### src/rtl/button_reader.sv
// button_reader: synchronises and debounces up to 8 raw buttons and queues press/release events.
// Define BUTTON_READER_LONG_PRESS_EN to add long-press events, the LONG_CYCLES parameter and evt_long.
module button_reader #(
    parameter int N_IN            = 8,
    parameter int DEBOUNCE_CYCLES = 125000,
`ifdef BUTTON_READER_LONG_PRESS_EN
    parameter int LONG_CYCLES     = 125000000,
`endif
    parameter int FIFO_DEPTH      = 4
) (
    input  logic            clk,
    input  logic            aresetn,
    input  logic [N_IN-1:0] btn_in,
    output logic [N_IN-1:0] btn_state,
    output logic            evt_valid,
    input  logic            evt_ready,
    output logic [3:0]      evt_code,
`ifdef BUTTON_READER_LONG_PRESS_EN
    output logic            evt_long,
`endif
    output logic            evt_overflow
);

    localparam int CNT_W = $clog2(DEBOUNCE_CYCLES);
    localparam logic [CNT_W-1:0] DB_LAST = CNT_W'(DEBOUNCE_CYCLES - 1);
    localparam int PTR_W = $clog2(FIFO_DEPTH);
    localparam int CW    = PTR_W + 1;
`ifdef BUTTON_READER_LONG_PRESS_EN
    localparam int ENTRY_W = 5;
    localparam int HOLD_W  = $clog2(LONG_CYCLES);
    localparam logic [HOLD_W-1:0] HOLD_LAST = HOLD_W'(LONG_CYCLES - 1);
`else
    localparam int ENTRY_W = 4;
`endif

    if (N_IN < 1 || N_IN > 8) begin : g_bad_n_in
        $error("button_reader: N_IN must be 1..8");
    end
    if (DEBOUNCE_CYCLES < 2) begin : g_bad_debounce
        $error("button_reader: DEBOUNCE_CYCLES must be >= 2");
    end
    if (FIFO_DEPTH < 2 || FIFO_DEPTH > 16 || (FIFO_DEPTH & (FIFO_DEPTH - 1)) != 0) begin : g_bad_depth
        $error("button_reader: FIFO_DEPTH must be a power of 2 in 2..16");
    end

    typedef enum logic [1:0] {
        STABLE_LOW,
        CHECK_HIGH,
        STABLE_HIGH,
        CHECK_LOW
    } state_t;

    typedef enum logic [1:0] {
        KIND_PRESS,
        KIND_LONG,
        KIND_RELEASE
    } evt_kind_t;

    // Synchroniser and debounce state
    logic [N_IN-1:0]  sync1;
    logic [N_IN-1:0]  s;
    state_t           state [N_IN];
    logic [CNT_W-1:0] dcnt  [N_IN];

    logic [N_IN-1:0] acc_press;
    logic [N_IN-1:0] acc_release;
    logic [N_IN-1:0] pend_press;
    logic [N_IN-1:0] pend_release;
    logic [N_IN-1:0] clr_press;
    logic [N_IN-1:0] clr_release;
    logic [N_IN-1:0] pend_any;
    logic [N_IN-1:0] lost;

`ifdef BUTTON_READER_LONG_PRESS_EN
    logic [HOLD_W-1:0] hcnt [N_IN];
    logic [N_IN-1:0]   long_done;
    logic [N_IN-1:0]   acc_long;
    logic [N_IN-1:0]   pend_long;
    logic [N_IN-1:0]   clr_long;
`endif

    // Arbiter and FIFO signals
    evt_kind_t          arb_kind;
    logic [2:0]         arb_idx;
    logic               arb_any;
    logic [ENTRY_W-1:0] wr_entry;
    logic               push;
    logic               pop;
    logic               full;
    logic [ENTRY_W-1:0] mem [FIFO_DEPTH];
    logic [PTR_W-1:0]   wr_ptr;
    logic [PTR_W-1:0]   rd_ptr;
    logic [PTR_W-1:0]   rd_next;
    logic [CW-1:0]      count;
    logic [CW-1:0]      visible;

    // An accept fires on the edge where a CHECK state has seen DEBOUNCE_CYCLES steady samples.
    always_comb begin
        // NOTE: every always_comb output gets a default first so no path can leave a latch behind.
        acc_press   = '0;
        acc_release = '0;
        for (int i = 0; i < N_IN; i++) begin
            acc_press[i]   = (state[i] == CHECK_HIGH) && s[i]  && (dcnt[i] == DB_LAST);
            acc_release[i] = (state[i] == CHECK_LOW)  && !s[i] && (dcnt[i] == DB_LAST);
        end
    end

`ifdef BUTTON_READER_LONG_PRESS_EN
    always_comb begin
        acc_long = '0;
        for (int i = 0; i < N_IN; i++) begin
            acc_long[i] = (state[i] == STABLE_HIGH) && !long_done[i] && (hcnt[i] == HOLD_LAST);
        end
    end

    assign pend_any = pend_press | pend_release | pend_long;
    assign lost     = (acc_press & pend_press) | (acc_release & pend_release) | (acc_long & pend_long);
`else
    assign pend_any = pend_press | pend_release;
    assign lost     = (acc_press & pend_press) | (acc_release & pend_release);
`endif

    // Per-input synchroniser, debounce FSM and pending press/release flags.
    always_ff @(posedge clk or negedge aresetn) begin
        if (!aresetn) begin
            sync1        <= '0;
            s            <= '0;
            btn_state    <= '0;
            pend_press   <= '0;
            pend_release <= '0;
            evt_overflow <= 1'b0;
            for (int i = 0; i < N_IN; i++) begin
                state[i] <= STABLE_LOW;
                dcnt[i]  <= '0;
            end
        end else begin
            // NOTE: sequential state uses non-blocking assignments so every flop samples pre-edge values.
            sync1 <= btn_in;
            s     <= sync1;
            for (int i = 0; i < N_IN; i++) begin
                case (state[i])
                    STABLE_LOW: begin
                        if (s[i]) begin
                            state[i] <= CHECK_HIGH;
                            dcnt[i]  <= '0;
                        end
                    end
                    CHECK_HIGH: begin
                        if (!s[i]) begin
                            state[i] <= STABLE_LOW;
                        end else if (acc_press[i]) begin
                            state[i]     <= STABLE_HIGH;
                            btn_state[i] <= 1'b1;
                        end else begin
                            dcnt[i] <= dcnt[i] + CNT_W'(1);
                        end
                    end
                    STABLE_HIGH: begin
                        if (!s[i]) begin
                            state[i] <= CHECK_LOW;
                            dcnt[i]  <= '0;
                        end
                    end
                    CHECK_LOW: begin
                        if (s[i]) begin
                            state[i] <= STABLE_HIGH;
                        end else if (acc_release[i]) begin
                            state[i]     <= STABLE_LOW;
                            btn_state[i] <= 1'b0;
                        end else begin
                            dcnt[i] <= dcnt[i] + CNT_W'(1);
                        end
                    end
                    default: state[i] <= STABLE_LOW;
                endcase

                // A new event landing on a still-set flag is dropped; the older one is kept.
                if (clr_press[i]) begin
                    pend_press[i] <= 1'b0;
                end else if (acc_press[i]) begin
                    pend_press[i] <= 1'b1;
                end
                if (clr_release[i]) begin
                    pend_release[i] <= 1'b0;
                end else if (acc_release[i]) begin
                    pend_release[i] <= 1'b1;
                end
            end
            if (|lost) begin
                evt_overflow <= 1'b1;
            end
        end
    end

`ifdef BUTTON_READER_LONG_PRESS_EN
    // Hold counter restarts on each accepted press and fires once before the next press.
    always_ff @(posedge clk or negedge aresetn) begin
        if (!aresetn) begin
            long_done <= '0;
            pend_long <= '0;
            for (int i = 0; i < N_IN; i++) begin
                hcnt[i] <= '0;
            end
        end else begin
            for (int i = 0; i < N_IN; i++) begin
                if (acc_press[i]) begin
                    hcnt[i]      <= '0;
                    long_done[i] <= 1'b0;
                end else if (state[i] == STABLE_HIGH && !long_done[i]) begin
                    if (acc_long[i]) begin
                        long_done[i] <= 1'b1;
                    end else begin
                        hcnt[i] <= hcnt[i] + HOLD_W'(1);
                    end
                end
                if (clr_long[i]) begin
                    pend_long[i] <= 1'b0;
                end else if (acc_long[i]) begin
                    pend_long[i] <= 1'b1;
                end
            end
        end
    end
`endif

    // Lowest index wins; within an index press beats long beats release.
    always_comb begin
        arb_any  = 1'b0;
        arb_idx  = '0;
        arb_kind = KIND_RELEASE;
        for (int i = N_IN - 1; i >= 0; i--) begin
            if (pend_any[i]) begin
                arb_any = 1'b1;
                arb_idx = 3'(i);
                if (pend_press[i]) begin
                    arb_kind = KIND_PRESS;
`ifdef BUTTON_READER_LONG_PRESS_EN
                end else if (pend_long[i]) begin
                    arb_kind = KIND_LONG;
`endif
                end else begin
                    arb_kind = KIND_RELEASE;
                end
            end
        end
    end

    assign pop  = evt_valid & evt_ready;
    assign full = (count == CW'(FIFO_DEPTH));
    assign push = arb_any & (~full | pop);

    always_comb begin
        clr_press   = '0;
        clr_release = '0;
`ifdef BUTTON_READER_LONG_PRESS_EN
        clr_long    = '0;
        wr_entry    = {arb_kind == KIND_LONG, arb_kind != KIND_RELEASE, arb_idx};
`else
        wr_entry    = {arb_kind != KIND_RELEASE, arb_idx};
`endif
        for (int i = 0; i < N_IN; i++) begin
            clr_press[i]   = push && (arb_idx == 3'(i)) && (arb_kind == KIND_PRESS);
            clr_release[i] = push && (arb_idx == 3'(i)) && (arb_kind == KIND_RELEASE);
`ifdef BUTTON_READER_LONG_PRESS_EN
            clr_long[i]    = push && (arb_idx == 3'(i)) && (arb_kind == KIND_LONG);
`endif
        end
    end

    // NOTE: the storage array has no reset; emptiness is tracked by count, so stale contents are never seen.
    always_ff @(posedge clk) begin
        if (push) begin
            mem[wr_ptr] <= wr_entry;
        end
    end

    // Output stage reflects the post-pop head but not this edge's push, so a write shows one cycle later.
    assign rd_next = rd_ptr + PTR_W'(pop);
    assign visible = count - CW'(pop);

    always_ff @(posedge clk or negedge aresetn) begin
        if (!aresetn) begin
            wr_ptr    <= '0;
            rd_ptr    <= '0;
            count     <= '0;
            evt_valid <= 1'b0;
            evt_code  <= '0;
`ifdef BUTTON_READER_LONG_PRESS_EN
            evt_long  <= 1'b0;
`endif
        end else begin
            if (push) begin
                wr_ptr <= wr_ptr + PTR_W'(1);
            end
            rd_ptr    <= rd_next;
            count     <= count + CW'(push) - CW'(pop);
            evt_valid <= (visible != '0);
            if (visible != '0) begin
                evt_code <= mem[rd_next][3:0];
`ifdef BUTTON_READER_LONG_PRESS_EN
                evt_long <= mem[rd_next][4];
`endif
            end
        end
    end

endmodule

### config.mk
export PLATFORM = sky130hd
export DESIGN_NAME = button_reader
export DESIGN_NICKNAME = d
export VERILOG_FILES = /design/src/rtl/button_reader.sv
export SDC_FILE = /design/constraint.sdc
export NUM_CORES = 1
export LEC_CHECK = 0
export ABC_AREA = 1
export BUFFER_PORTS_ARGS = -buffer_cell sky130_fd_sc_hd__buf_2
export CAP_MARGIN = 30
export CELL_PAD_IN_SITES_DETAIL_PLACEMENT = 1
export CELL_PAD_IN_SITES_GLOBAL_PLACEMENT = 2
export CORE_MARGIN = 2
export CORE_UTILIZATION = 39
export CTS_CLUSTER_SIZE = 12
export DETAILED_ROUTE_END_ITERATION = 8
export MAX_ROUTING_LAYER = met4
export PLACE_DENSITY_LB_ADDON = 0.1
export SKIP_LAST_GASP = 1
export SLEW_MARGIN = 20
export SYNTH_ARGS = -nofsm -noshare
export SYNTH_HDL_FRONTEND = slang
export SYNTH_SLANG_ARGS = --single-unit
### constraint.sdc
create_clock -name clk -period 2 [get_ports clk]
set_clock_uncertainty 0.05 [all_clocks]
set_input_delay 0.3 -clock clk [delete_from_list [all_inputs] [get_ports clk]]
set_output_delay 0.3 -clock clk [all_outputs]
set_load 0.01 [all_outputs]
==> results list <==
* Netlist area before placement: approximately 0.012 mm²
* Unrepaired setup endpoints after global routing: true
- Once detail routing completed, the nets flagged for antenna violations numbered 0.
- Simple-gate area share of the yosys netlist: 0.300
* First-pass GRT wire length: roughly 58000 µm
- Most common library cells after synthesis: sky130_fd_sc_hd__nand2_1, sky130_fd_sc_hd__inv_1, sky130_fd_sc_hd__dfrtp_1, sky130_fd_sc_hd__nor2_1, sky130_fd_sc_hd__nand3_1
- After the first detailed-routing iteration, the DRC count stood at about 370.
* Clock network fraction of total power: 0.381
- Register area: roughly 0.0056 mm²
* Worst slew slack as a fraction of its limit: 0.655
- Share of synthesized area spent on multiplexers: 0
* Most instantiated flip-flop cell in the synthesis netlist: sky130_fd_sc_hd__dfrtp_1
- Iteration count of the initial detailed-routing pass: 4
* Placed Cells: between 2000 and 2500
- H-tree levels: 1
* Synth Area in Adders: 0.0178
* Clock Tree Buf Depth: 3
- Worst-Skew Late Latency: ~0.56 ns
* Wire length after detailed routing: approximately 34000 µm
- Total Nets Final: ~1700
- Across the VDD grid, the largest voltage drop is 0.867 mV.
- The via count of the first global-routing pass came to approximately 11000.
* Die Y: roughly 180 µm
- Final hold slack: 0.211 ns
- For this design, the sink count on the clock tree is 221.
* Number of CTS-inserted buffers: 28
* Largest family of logic cells by synthesized area: simple AND/OR/NAND/NOR gates
* Slack of the worst reg-to-reg path: 0.05 ns
- After clock tree synthesis, the clock-pin slew on the worst setup and hold paths is around 0.060 ns.
- Top cells by area in the synthesized netlist: sky130_fd_sc_hd__dfrtp_1, sky130_fd_sc_hd__nand2_1, sky130_fd_sc_hd__inv_1, sky130_fd_sc_hd__xor2_1, sky130_fd_sc_hd__nor2_1
- Root Buffer Master: sky130_fd_sc_hd__clkbuf_16
- In this run the static leakage power is 6.53 nW.
- CTS tree: built
* EDFF count, synth: 16
- At the pin with the least slew margin, the transition time is 0.513 ns.
- GPL Wtd Cong: roughly 0.84
- The initial utilization of the core area, before any placement, comes to 0.393.
* Share of the synthesized area in the top cell type: 0.415
- Accumulated negative setup slack: 0 ns
* Nets in the synthesized netlist: roughly 1600
* Synth unique cells: between 40 and 50
- The worst setup path is captured at a flip-flop.
* Count of boundary I/O pins: 25
* Average cell area after synthesis: 8.08 µm²
- Req. time, crit path: 2.39 ns
- Ys Warns: 0
- Post-DR wirelength/cell: approximately 16 µm
- Summed over all layers, the global routing overflow is 0.
- Total core area: ~0.031 mm²
- In this run the power spent charging and discharging nets is between 4 and 5 mW.
- Total power density per cell area: 958 mW/mm²
- Of the total synthesized cell area, the portion taken by XOR and XNOR cells is 0.0524.
- The worst path in the final design needs a cycle of 1.95 ns, including I/O delays and setup.
- Of the total power, registers draw 0.380.
- The critical path starts at dcnt[13].
- Worst hold-check path type: input port to async pin
* Switch share: 0.320
* Row cnt: 65
* Area growth from synthesis to layout: 20.1%
- Post-synthesis compound-gate area fraction: 0.0924
- Total count of hold-check failures in the final report: 0
- In the synthesized netlist the async set-or-reset flop fraction comes to 0.928.
- Total die area: roughly 0.033 mm²
- Global routing usage summed across all routing layers: 0.217
- Port buffering added 24 buffers.
* Maximum capacitance violations: 0
- The initial antenna violation count came to 0.
- Highest attainable clock frequency: a little over 500 MHz
* Critical path capture point: dcnt[5]
* Crit Reg-Reg Startpoint: dcnt[13]
* Number of filler cells placed in the layout: approximately 3800
* Multi-input combinational cell area: roughly 0.0058 mm²
- Startpoint class of the critical path: flip-flop
- Excluding fillers, the count of instances in the completed layout stands at 2086.
- Signal arrival time at the worst endpoint: between 2 and 2.5 ns
- In the synthesized netlist, the number of instances is about 1500.
- Most used standard cell by instance count after synthesis: sky130_fd_sc_hd__nand2_1
- Avg Vias per Cell: ~5.2
- Reg-to-Reg End: dcnt[5]
* Internal power contribution: 9.66 mW
- Share of the clock period used by the worst path after layout: 0.973
- Synthesized flop and latch total: 221
* Cell taking the most area after synthesis: sky130_fd_sc_hd__dfrtp_1
* Largest net degree at the start of global routing: 56
* Fraction of final layout cells sized beyond drive strength 1: 0.145
- The critical path is of the flip-flop to flip-flop type.
- Sequential share of the synthesized area: 0.454
- Of the total power, combinational logic draws 0.238.
- After legalization and detailed placement, the total HPWL measured around 25000 µm.
* Width of the die: between 150 and 200 µm
- Total number of vias: ~11000
* Outcome: complete, no violations
- Setup violations remaining at the end of the flow were counted as 0.
- R2r worst-path depth: 9
- Count of unresolved DRC violations after routing: 0
- Largest driver fanout on the critical path: 5
- The number of antenna diodes in the final layout is 0.
- Final count of pins violating max slew: 0
-- layout make-up --
class,count,area share
clock buffer,32,0.0510
clock inverter,20,0.0159
inverter,224,0.0568
multi-input combinational,1054,0.393
sequential,221,0.378
tap,402,0.0339
timing repair buffer,133,0.0714
-- worst max-delay path, cell delays in order, from the launching register on --
cell,delay (ns)
sky130_fd_sc_hd__dfrtp_1,0.41
sky130_fd_sc_hd__nand2_1,0.18
sky130_fd_sc_hd__nor4_2,0.34
sky130_fd_sc_hd__nand2_1,0.20
sky130_fd_sc_hd__nor2_4,0.20
sky130_fd_sc_hd__nor2_4,0.09
sky130_fd_sc_hd__nand2_1,0.15
sky130_fd_sc_hd__o21ai_0,0.09
sky130_fd_sc_hd__nand2_1,0.09
sky130_fd_sc_hd__nor2_1,0.04
-- state kept, by name (all words and copies together), names as in the netlist, 4 cells and up, named ones only --
signal	count
pend_press	8
evt_code	4
state	8
sync1	8
btn_state	8
mem	16
s	8
pend_release	8
dcnt	136
-- per-layer routing --
layer | track usage | vias up | wire, µm
li1 | - | 5422 | -
met1 | 0.279 | 5327 | 15800
met2 | 0.369 | 101 | 16300
met3 | 0.0263 | 51 | 686
met4 | 0.0452 | 0 | 671
met5 | - | - | 0
-- through the flow --
stage	cell area, µm²	util	power, mW	setup slack (ns)
after floorplan	12300	-	7.46	0.197
after global placement	13600	0.433	8.65	0.0850
after detailed placement	13600	0.433	8.75	0.0352
after CTS	14700	0.468	14.3	0.0136
after global routing	14800	0.473	15.1	-0.0773
final	14800	0.473	14.2	0.0535
-- cells in the final DEF, fill, tap and decap left out, drive strengths merged, types with 9 or more instances in the layout --
cell type and count:
xnor2 11, nand3b 18, nor3 70, nor4 41, clkinv 13, dfrtp 205
nor2 150, a21oi 32, inv 220, nand3 109, buf 124, o21ai 84
o31ai 61, clkbuf 32, ha 16, xor2 62, dlygate4sd3 9, nand2 298
edfxtp 16, nand4 80
-- kinds of logic after synthesis --
| kind of cell | after synthesis |
|---|---|
| xor gates and xnor gates | 73 |
| DFF | 221 |
| buffers and inverters | 255 |
| adders and majority gates | 17 |
| AOI/OAI and AO/OA | 188 |
| and+or+nand+nor | 775 |
-- what timing repair did --
action / in CTS / in global routing
endpoints found under the hold margin: 81 / 0
setup buffers: 0 / 5
endpoints found under the setup margin: 0 / 68
hold buffers: 9 / 0
resized for setup: 0 / 29
-- worst min-delay path by stage --
stage,from,to,slack [ns]
after CTS,evt_ready,count[0],0.20
after floorplan,aresetn,async pin,-0.05
after global routing,aresetn,dcnt[0],0.24
after detailed placement,aresetn,dcnt[0],0.23
after global placement,aresetn,dcnt[6],0.22
final,aresetn,dcnt[0],0.21
-- power by group through the flow --
stage	Clock (mW)	Combinational, mW	Sequential (mW)
floorplan	0	2.02	5.44
global placement	0	3.18	5.47
detailed placement	0	3.26	5.48
CTS	5.59	3.30	5.41
global route	5.74	3.87	5.45
finish	5.42	3.39	5.40
(Power assumes the default switching activity.)
